`src/rtl/sa3_tile_sequencer.sv`:
```
// sa3_tile_sequencer: loads a 4x4 activation tile and a 3x3 filter from a byte
// stream, enables systolic_array_3_by_3 for a fixed window, captures its four
// results on done_sa3 (or on timeout) and streams them out.
//   clk, rst           rising-edge clock, asynchronous active-low reset
//   in_valid/in_ready  input byte handshake, in_data: a11..a44 then b11..b33
//   a_flat, b_flat     tile and filter presented to the array
//   active_sa3         array enable, high for ACTIVE_CYCLES cycles
//   done_sa3, c11..c22 array completion pulse and results
//   out_valid/out_ready result byte handshake, out_data: c11,c12,c21,c22
//   busy               high unless idle in LOAD with nothing loaded
//   err                sticky done timeout flag
module sa3_tile_sequencer #(
   parameter int DW            = 8,
   parameter int ACTIVE_CYCLES = 17,
   parameter int DONE_TIMEOUT  = 64
) (
   input  logic            clk,
   input  logic            rst,
   input  logic            in_valid,
   output logic            in_ready,
   input  logic [DW-1:0]   in_data,
   output logic [16*DW-1:0] a_flat,
   output logic [9*DW-1:0] b_flat,
   output logic            active_sa3,
   input  logic            done_sa3,
   input  logic [DW-1:0]   c11,
   input  logic [DW-1:0]   c12,
   input  logic [DW-1:0]   c21,
   input  logic [DW-1:0]   c22,
   output logic            out_valid,
   input  logic            out_ready,
   output logic [DW-1:0]   out_data,
   output logic            busy,
   output logic            err
);
   localparam int RW = $clog2(ACTIVE_CYCLES + 1);
   localparam int TW = $clog2(DONE_TIMEOUT + 1);
   typedef enum logic [1:0] {LOAD, RUN, WAIT, SEND} state_t;
   state_t          state_q;
   logic [4:0]      load_cnt_q;
   logic [RW-1:0]   run_cnt_q;
   logic [TW-1:0]   wait_cnt_q;
   logic [1:0]      send_cnt_q;
   logic [DW-1:0]   mem_q [25];
   logic [DW-1:0]   res_q [4];
   logic            done_seen_q, active_q, out_valid_q, err_q;
   // slots 0..15 hold the activations, 16..24 the weights
   for (genvar k = 0; k < 16; k++) begin : g_a
      assign a_flat[DW*k +: DW] = mem_q[k];
   end
   for (genvar k = 0; k < 9; k++) begin : g_b
      assign b_flat[DW*k +: DW] = mem_q[16+k];
   end
   assign in_ready   = rst && state_q == LOAD;
   assign busy       = !(state_q == LOAD && load_cnt_q == 5'd0);
   assign active_sa3 = active_q;
   assign out_valid  = out_valid_q;
   assign out_data   = out_valid_q ? res_q[send_cnt_q] : '0;
   assign err        = err_q;
   always_ff @(posedge clk or negedge rst) begin
      if (!rst) begin
         state_q     <= LOAD;
         load_cnt_q  <= '0;
         run_cnt_q   <= '0;
         wait_cnt_q  <= '0;
         send_cnt_q  <= '0;
         for (int k = 0; k < 25; k++) mem_q[k] <= '0;
         for (int k = 0; k < 4; k++) res_q[k] <= '0;
         done_seen_q <= 1'b0;
         active_q    <= 1'b0;
         out_valid_q <= 1'b0;
         err_q       <= 1'b0;
      end else begin
         case (state_q)
            LOAD: if (in_valid) begin
               mem_q[load_cnt_q] <= in_data;
               if (load_cnt_q == 5'd24) begin
                  load_cnt_q  <= '0;
                  run_cnt_q   <= '0;
                  done_seen_q <= 1'b0;
                  active_q    <= 1'b1;
                  state_q     <= RUN;
               end else begin
                  load_cnt_q <= load_cnt_q + 5'd1;
               end
            end
            RUN: begin
               // an early done is kept, but the enable window always runs out
               if (done_sa3) begin
                  res_q       <= '{c11, c12, c21, c22};
                  done_seen_q <= 1'b1;
               end
               if (run_cnt_q == RW'(ACTIVE_CYCLES - 1)) begin
                  active_q    <= 1'b0;
                  wait_cnt_q  <= '0;
                  send_cnt_q  <= '0;
                  out_valid_q <= done_seen_q || done_sa3;
                  state_q     <= (done_seen_q || done_sa3) ? SEND : WAIT;
               end else begin
                  run_cnt_q <= run_cnt_q + RW'(1);
               end
            end
            WAIT: begin
               // on timeout the current results are sent anyway
               if (done_sa3 || wait_cnt_q == TW'(DONE_TIMEOUT - 1)) begin
                  res_q       <= '{c11, c12, c21, c22};
                  err_q       <= err_q || !done_sa3;
                  send_cnt_q  <= '0;
                  out_valid_q <= 1'b1;
                  state_q     <= SEND;
               end else begin
                  wait_cnt_q <= wait_cnt_q + TW'(1);
               end
            end
            SEND: if (out_ready) begin
               if (send_cnt_q == 2'd3) begin
                  send_cnt_q  <= '0;
                  load_cnt_q  <= '0;
                  out_valid_q <= 1'b0;
                  state_q     <= LOAD;
               end else begin
                  send_cnt_q <= send_cnt_q + 2'd1;
               end
            end
            default: state_q <= LOAD;
         endcase
      end
   end
endmodule

```
`config.mk`:
```
export PLATFORM = sky130hd
export DESIGN_NAME = sa3_tile_sequencer
export DESIGN_NICKNAME = d
export VERILOG_FILES = /design/src/rtl/sa3_tile_sequencer.sv
export SDC_FILE = /design/constraint.sdc
export NUM_CORES = 1
export LEC_CHECK = 0
export BUFFER_PORTS_ARGS = -buffer_cell sky130_fd_sc_hd__buf_2
export CAP_MARGIN = 5
export CORE_MARGIN = 2
export CORE_UTILIZATION = 35
export CTS_CLUSTER_SIZE = 28
export DETAILED_ROUTE_END_ITERATION = 16
export PLACE_DENSITY_LB_ADDON = 0.15
export SYNTH_ARGS = -nofsm -noshare
export SYNTH_HDL_FRONTEND = slang
export SYNTH_SLANG_ARGS = --single-unit
```
`constraint.sdc`:
```
create_clock -name clk -period 2.16 [get_ports clk]
set_input_delay 0.432 -clock clk [delete_from_list [all_inputs] [get_ports clk]]
set_output_delay 0.432 -clock clk [all_outputs]
set_load 0.005 [all_outputs]
```
Word level (Yosys, flattened, before mapping):

Index checks and enable logic that the tools add are counted.

* $add $sub $neg: 4
* div/mod/pow operators: 0
* equal/unequal tests: 16
* bitwise operators: 2
* reduce and logical (&&, ||, !) cells: 25
* shift operators: 0
* multiply operators: 0
* multiplexer cells: 48
* $lt $le $gt $ge: 3

Operators by type and width (number)
* 200-bit bitwise mux: 1
* 32-bit two-way mux: 2
* 32-bit case mux with 2 select lines: 1
* 8-bit demux with 5-bit select: 1
* 5-bit two-way mux: 7
* 8-bit two-way mux: 4
* 2-bit two-way mux: 10
* 5-bit case mux with 2 select lines: 2
* 4-bit AND reduction: 5
* 8-bit binary-select mux with 2-bit select: 1
* 2-bit inequality test, second input constant: 8
* 7-bit two-way mux: 2
* 7-bit case mux with 2 select lines: 1
* 1-bit two-way mux: 11
* 5-bit by 1-bit adder with 5-bit output, second input constant: 2
* 5-bit equality test, second input constant: 2
* 2-bit case mux with 4 select lines: 1
* 7-bit by 1-bit adder with 7-bit output, second input constant: 1
* 7-bit by 6-bit equality test with 1-bit output, second input constant: 1
* 2-bit equality test, second input constant: 3
* 6-bit greater-or-equal comparator, second input constant: 1
* 6-bit by 1-bit < comparator with 1-bit output, second input constant: 1
* 5-bit NOT with 6-bit output: 1
* 2-bit case mux with 3 select lines: 1
* other kinds (18): 28

* memory bits (read-only): 0
* bits in latches: 0
* memories kept: 0
* register bits: 257
* bits in writable memories: 0

Depth between registers and ports, before layout:

* depth after elaboration: 6
* gate-level depth with buffers: 8
* depth with buffers taken out: 6

Worst setup path after synthesis:

Ideal clock, no wire load.

* path kind: reg2reg
* from: register state_q[0]
* to: register mem_q (netlist bit b_flat[40])
* setup time: 0.125 ns
* path buffers: 2
* slack: 0.292 ns
* arrival time: 1.743 ns
* stages on the path, launching flop included: 8
* cells stage by stage: dfrtp_1 inv_1 ha_1 buf_2 buf_4 nand3_1 nor2_2 mux2_2

* word-level cells in the longest chain between the ends: 2

Ends and longest elaborated chain
* start, declared: RTL line 39 `state_t state_q;`
* start signal, assigned: RTL line 98 `state_q <= (done_seen_q || done_sa3) ? SEND : WAIT;`
* 2-bit zero test: RTL line 74 `case (state_q)`
* 2-bit AND reduction (no source line)
* end signal, assigned by index: RTL line 76 `mem_q[load_cnt_q] <= in_data;`
* end, declared: RTL line 44 `logic [DW-1:0] mem_q [25];`

Every way passes these cells.
A chain may end at the register's enable or synchronous reset.

Worst setup path after layout:

* from: register send_cnt_q[0]
* to: output port out_data[1]

* word-level cells in the longest chain between the ends: 5

Ends and longest elaborated chain
* start, declared: RTL line 43 `logic [1:0] send_cnt_q;`
* start signal, assigned: RTL line 122 `send_cnt_q <= send_cnt_q + 2'd1;`
* 2-bit NOT with 3-bit output (implied by the code): RTL line 58 `assign out_data = out_valid_q ? res_q[send_cnt_q] : '0;`
* 8-bit binary-select mux with 2-bit select: RTL line 58
* 8-bit two-way mux (implied by the code) (2 in a row): RTL line 58
* 8-bit two-way mux: RTL line 58
* end, declared: RTL line 32 `output logic [DW-1:0] out_data,`

Every way passes these cells. The select of a mux whose other input is x is not followed.

==> results <==
- The flow ran to the end, but the final reports show violations.
- The final reports fail on negative setup slack.
- The die is 179 um wide.
- The fraction of synthesized area in multiplexers is 26.3%.
- The pre-CTS worst setup slack is 0.188 ns.
- The maximum clock rate is 0.438 GHz.
- Setup repair after global routing could not meet its margin everywhere.
- The maximum clock insertion buffer count is 3.
- The final clock skew is 0.0126 ns.
- The level count of the clock H-tree is 1.
- The worst-path cell with the longest stage delay is mux4_2.
- The number of enable-type register cells in the synthesized netlist is 0.
- The number of input and output port buffers inserted is 257.
- The vias after detailed routing is 6865.
- Once the floorplan was initialized, standard cells occupied 35.2% of the core.
- The maximum fanout count along the critical path is 5.
- The I/O pin total is 258.
- The proportion of synthesized flip-flops having asynchronous set or reset is 100%.
- Summing every instance area after synthesis gives 10700 um2.
- The aggregate negative setup slack is -0.818 ns.
- The sequential fraction of the synthesis area is 60.1%.
- The final number of hold-violating endpoints is 0.
- The first detailed-routing pass took 4 iterations.
- After clock tree synthesis, the clock-pin slew on the worst setup and hold paths is 0.06 ns.
- The start point of the critical path is send_cnt_q[0].
- After synthesis, the largest family of logic cells by area is multiplexers.
- Among all flip-flop cells after synthesis, the most frequent one is dfrtp_1.
- The number of distinct library cell variants in the gate-level netlist after synthesis is 57.
- The cell sitting at the root of the clock tree is a clkbuf_16.
- The share of power burned in the clock network is 33.3%.
- For the worst setup path, the data arrival time is 1.85 ns.
- Global routing used 17.1% of the available tracks across all layers.
- In this run the critical register-to-register path is launched from wait_cnt_q[0].
- The worst setup path category is reg2out.
- The via count of the first global-routing pass came to 6917.
- The count of state elements after synthesis is 257.
- Sequential cells account for 41.2% of the total power.
- The kind of end point of the critical path is an output pin.
- In this run, CTS created clock tree buffers numbering 29.
- The first global-routing pass estimated 41.8 mm of wire.
- The die is 179 um tall.
- For this run, the slowest stage of the critical path takes 0.50 ns.
- The total cell area at the placement stage is 12500 um2.
- The mean instance size in the synthesized netlist is 14.8 um2.
- The synthesized-area fraction occupied by ao, oa, aoi and oai cells is 3.66%.
- For the pin with the worst max-slew slack, the measured transition is 0.712 ns.
- After the first detailed-routing iteration, the DRC count stood at 272.
- Combinational cells account for 25.5% of the total power.
- The startpoint of the tightest hold check path is c12[7].
- The area growth from synthesis to layout is 27.0%.
- The number of warnings issued by yosys is 0.
- The remaining routing DRC violations is 0.
- The half-perimeter wire length after detailed placement is 18.3 mm.
- Of the cells placed in the final design, the portion with a size suffix greater than 1 is 59.5%.
- In the final routed layout, each cell accounts on average for 19.4 um.
- The total number of nets in the final design is 1058.
- The kind of start point of the critical path is a flop.
- Of the total power, the share spent switching nets is 28.3%.
- For this run the aggregate overflow at the end of global routing stands at 0.
- The maximum vdd drop is 0.575 mV.
- The cell count after synthesis is 722.
- The analysis attributes to net switching a power of 4.24 mW.
- The initial antenna violation count is 0.
- The final layout contains routed wiring with a total length of 27.5 mm.
- The number of rows in the core area is 64.
- The worst-case headroom to the max-slew limit is 52.6%.
- In the post-route analysis, the smallest setup slack over all paths is -0.121 ns.
- Walking the worst path, the cells encountered are buf_6 > mux4_2 > and2_4 > buf_6.
- The worst path required time is 1.73 ns.
- Summed over all cells, the static leakage comes to 7.25 nW.
- The number of nets in the synthesized netlist is 780.
- The most common cell type on the critical path is buf_6.
- After Yosys synthesis, XOR and XNOR cells account for 0.0819% of the synthesized area.
- The class of the tightest hold or removal check is in2reg.
- Dividing total power by cell area gives a power density of 1100 nW/um2.
- The pin count of the biggest net entering global routing is 97.
- The final number of setup-violating endpoints is 8.
- After layout, the worst path uses 106% of the clock period.
- The remaining antenna violation count after routing is 0.
- The number of slew-limit violations in the final report came to 0.
- The tree built by TritonCTS fans out to 257 sinks.
- Across the run, the number of max-cap violations was 0.
- The final instance area is 13600 um2.
- After layout, the minimum clock period comes to 2.28 ns.
- The synthesized netlist devotes 6.22% of its cell area to simple gates.
- The via count normalized by instance count is 4.84.
- TritonCTS built the clock tree.
- The internal power consumption is 10.7 mW.
- The core region is 30300 um2.
- The congestion estimate from routability-driven global placement came to 0.738.
- The adder-cell share of the synthesized area is 1.52%.
- The die covers 32000 um2.
- The source-to-sink clock delay at the later pin of the worst-skew pair is 0.55 ns.
==> metrics by stage <==
stage               util (%)  hold slack [ns]  std cells  power, mW
floorplan                  -            0.136        722       8.46
global placement        41.2            0.303       1362       9.80
detailed placement      41.2            0.305       1362       9.87
CTS                     44.7           0.0865       1418       15.1
global route            44.8           0.0898       1417       15.8
finish                  44.8            0.106       1418       15.0
==> flip-flops by register name (all words and copies together), names as in the netlist, 2 cells and up <==
signal / flops
a_flat: 128
b_flat: 72
res_q: 32
wait_cnt_q: 7
load_cnt_q: 5
run_cnt_q: 5
send_cnt_q: 2
state_q: 2
==> logic make-up (layout without fill, tap and decap cells) <==
group                    after synthesis  after routing
buffers and inverters                 45            344
other                                  0              1
multiplexers                         242            242
flip-flops                           257            257
adder cells (fa/ha/maj)               13             13
AND/OR/NAND/NOR                      109            109
XOR/XNOR                               1              1
AO/OA/AOI/OAI                         55             55
==> metal layers <==
layer / part of all wire, % / global-route usage (%) / up-vias
li1: - / - / 3146
met1: 43 / 22.5 / 3511
met2: 47 / 27.7 / 172
met3: 7.3 / 5.22 / 36
met4: 2.0 / 3.96 / 0
met5: 0 / 0 / -
==> critical path: cells and delay by family (launching register included) <==
kind                   cells  cell delay [ns]
buffers and inverters      2             0.25
DFF                        1             0.38
muxes                      1             0.50
and+or+nand+nor            1             0.17
==> worst paths after layout <==
kind / slack (ns) / cells after the start / to
max: -0.12 / 4 / out_data[1]
min: 0.11 / 2 / res_q[23]
max reg2reg: 0.27 / 6 / res_q[21]
min reg2reg: 0.49 / 1 / err
max in group asynchronous: 0.86 / 3 / load_cnt_q[3]
min in group asynchronous: 0.32 / 2 / res_q[4]
==> placed cells by master (no fill, tap or decap), types with 4 or more instances in the layout <==
cell | netlist | final
a21oi_1 | 8 | 8
nor2_1 | 6 | 6
clkbuf_16 | 0 | 29
nor3_1 | 4 | 4
mux4_2 | 8 | 8
dfrtp_1 | 257 | 253
dfrtp_2 | 0 | 4
buf_4 | 4 | 19
nand2_1 | 20 | 20
ha_1 | 13 | 11
clkinvlp_4 | 0 | 4
nand3_1 | 16 | 16
nand2_2 | 14 | 14
inv_1 | 10 | 8
clkinv_2 | 0 | 5
clkbuf_8 | 0 | 5
buf_6 | 4 | 8
mux2_2 | 222 | 222
nand3b_1 | 4 | 4
clkbuf_1 | 22 | 4
and2_4 | 0 | 6
o21ai_0 | 15 | 15
buf_2 | 4 | 250
mux2_1 | 12 | 12
a22o_1 | 6 | 6
nor2_2 | 8 | 8
and3_1 | 6 | 6
==> synth_stat cells, drive strengths merged, types with 2 or more instances <==
library cell	n	area, um2
nand4b	2	32.5
ha	13	163
nand2	34	163
o211ai	2	15.0
o31ai	3	22.5
a21o	2	15.0
nor2	14	72.6
nor3b	6	60.1
o21ai	16	80.1
nand2b	2	12.5
a31oi	2	12.5
mux4	8	180
and3	6	37.5
nand3	18	100
buf	12	95.1
nor3	5	30.0
or2	2	12.5
nor2b	3	18.8
a22o	6	52.6
a21oi	9	56.3
clkbuf	23	87.6
dfrtp	257	6430
and2	9	56.3
nand3b	4	30.0
mux2	234	2640
a21boi	2	15.0
inv	10	37.5
==> area by class of cell <==
class | instances | area, um2
Antenna cell | 1 | 2.50
Clock buffer | 38 | 810
Clock inverter | 14 | 163
Fill cell | 2808 | 16800
Inverter | 10 | 37.5
Multi-Input combinational cell | 420 | 4070
Sequential cell | 257 | 6440
Tap cell | 396 | 495
Timing Repair Buffer | 282 | 1570
==> timing repair <==
item                       CTS  global route
hold endpoints to repair    24             0
gates resized for setup     16             7
hold buffers                 1             0
setup endpoints to repair   10            10
setup buffers                3             0
==> power by group through the flow <==
stage	clock network (mW)	logic [mW]	registers, mW
2_1_floorplan	0	2.29	6.17
3_3_place_gp	0	3.58	6.22
3_5_place_dp	0	3.63	6.25
4_1_cts	5.15	3.79	6.17
5_1_grt	5.35	4.21	6.28
6_report	4.99	3.81	6.16
(Power assumes the default switching activity.)
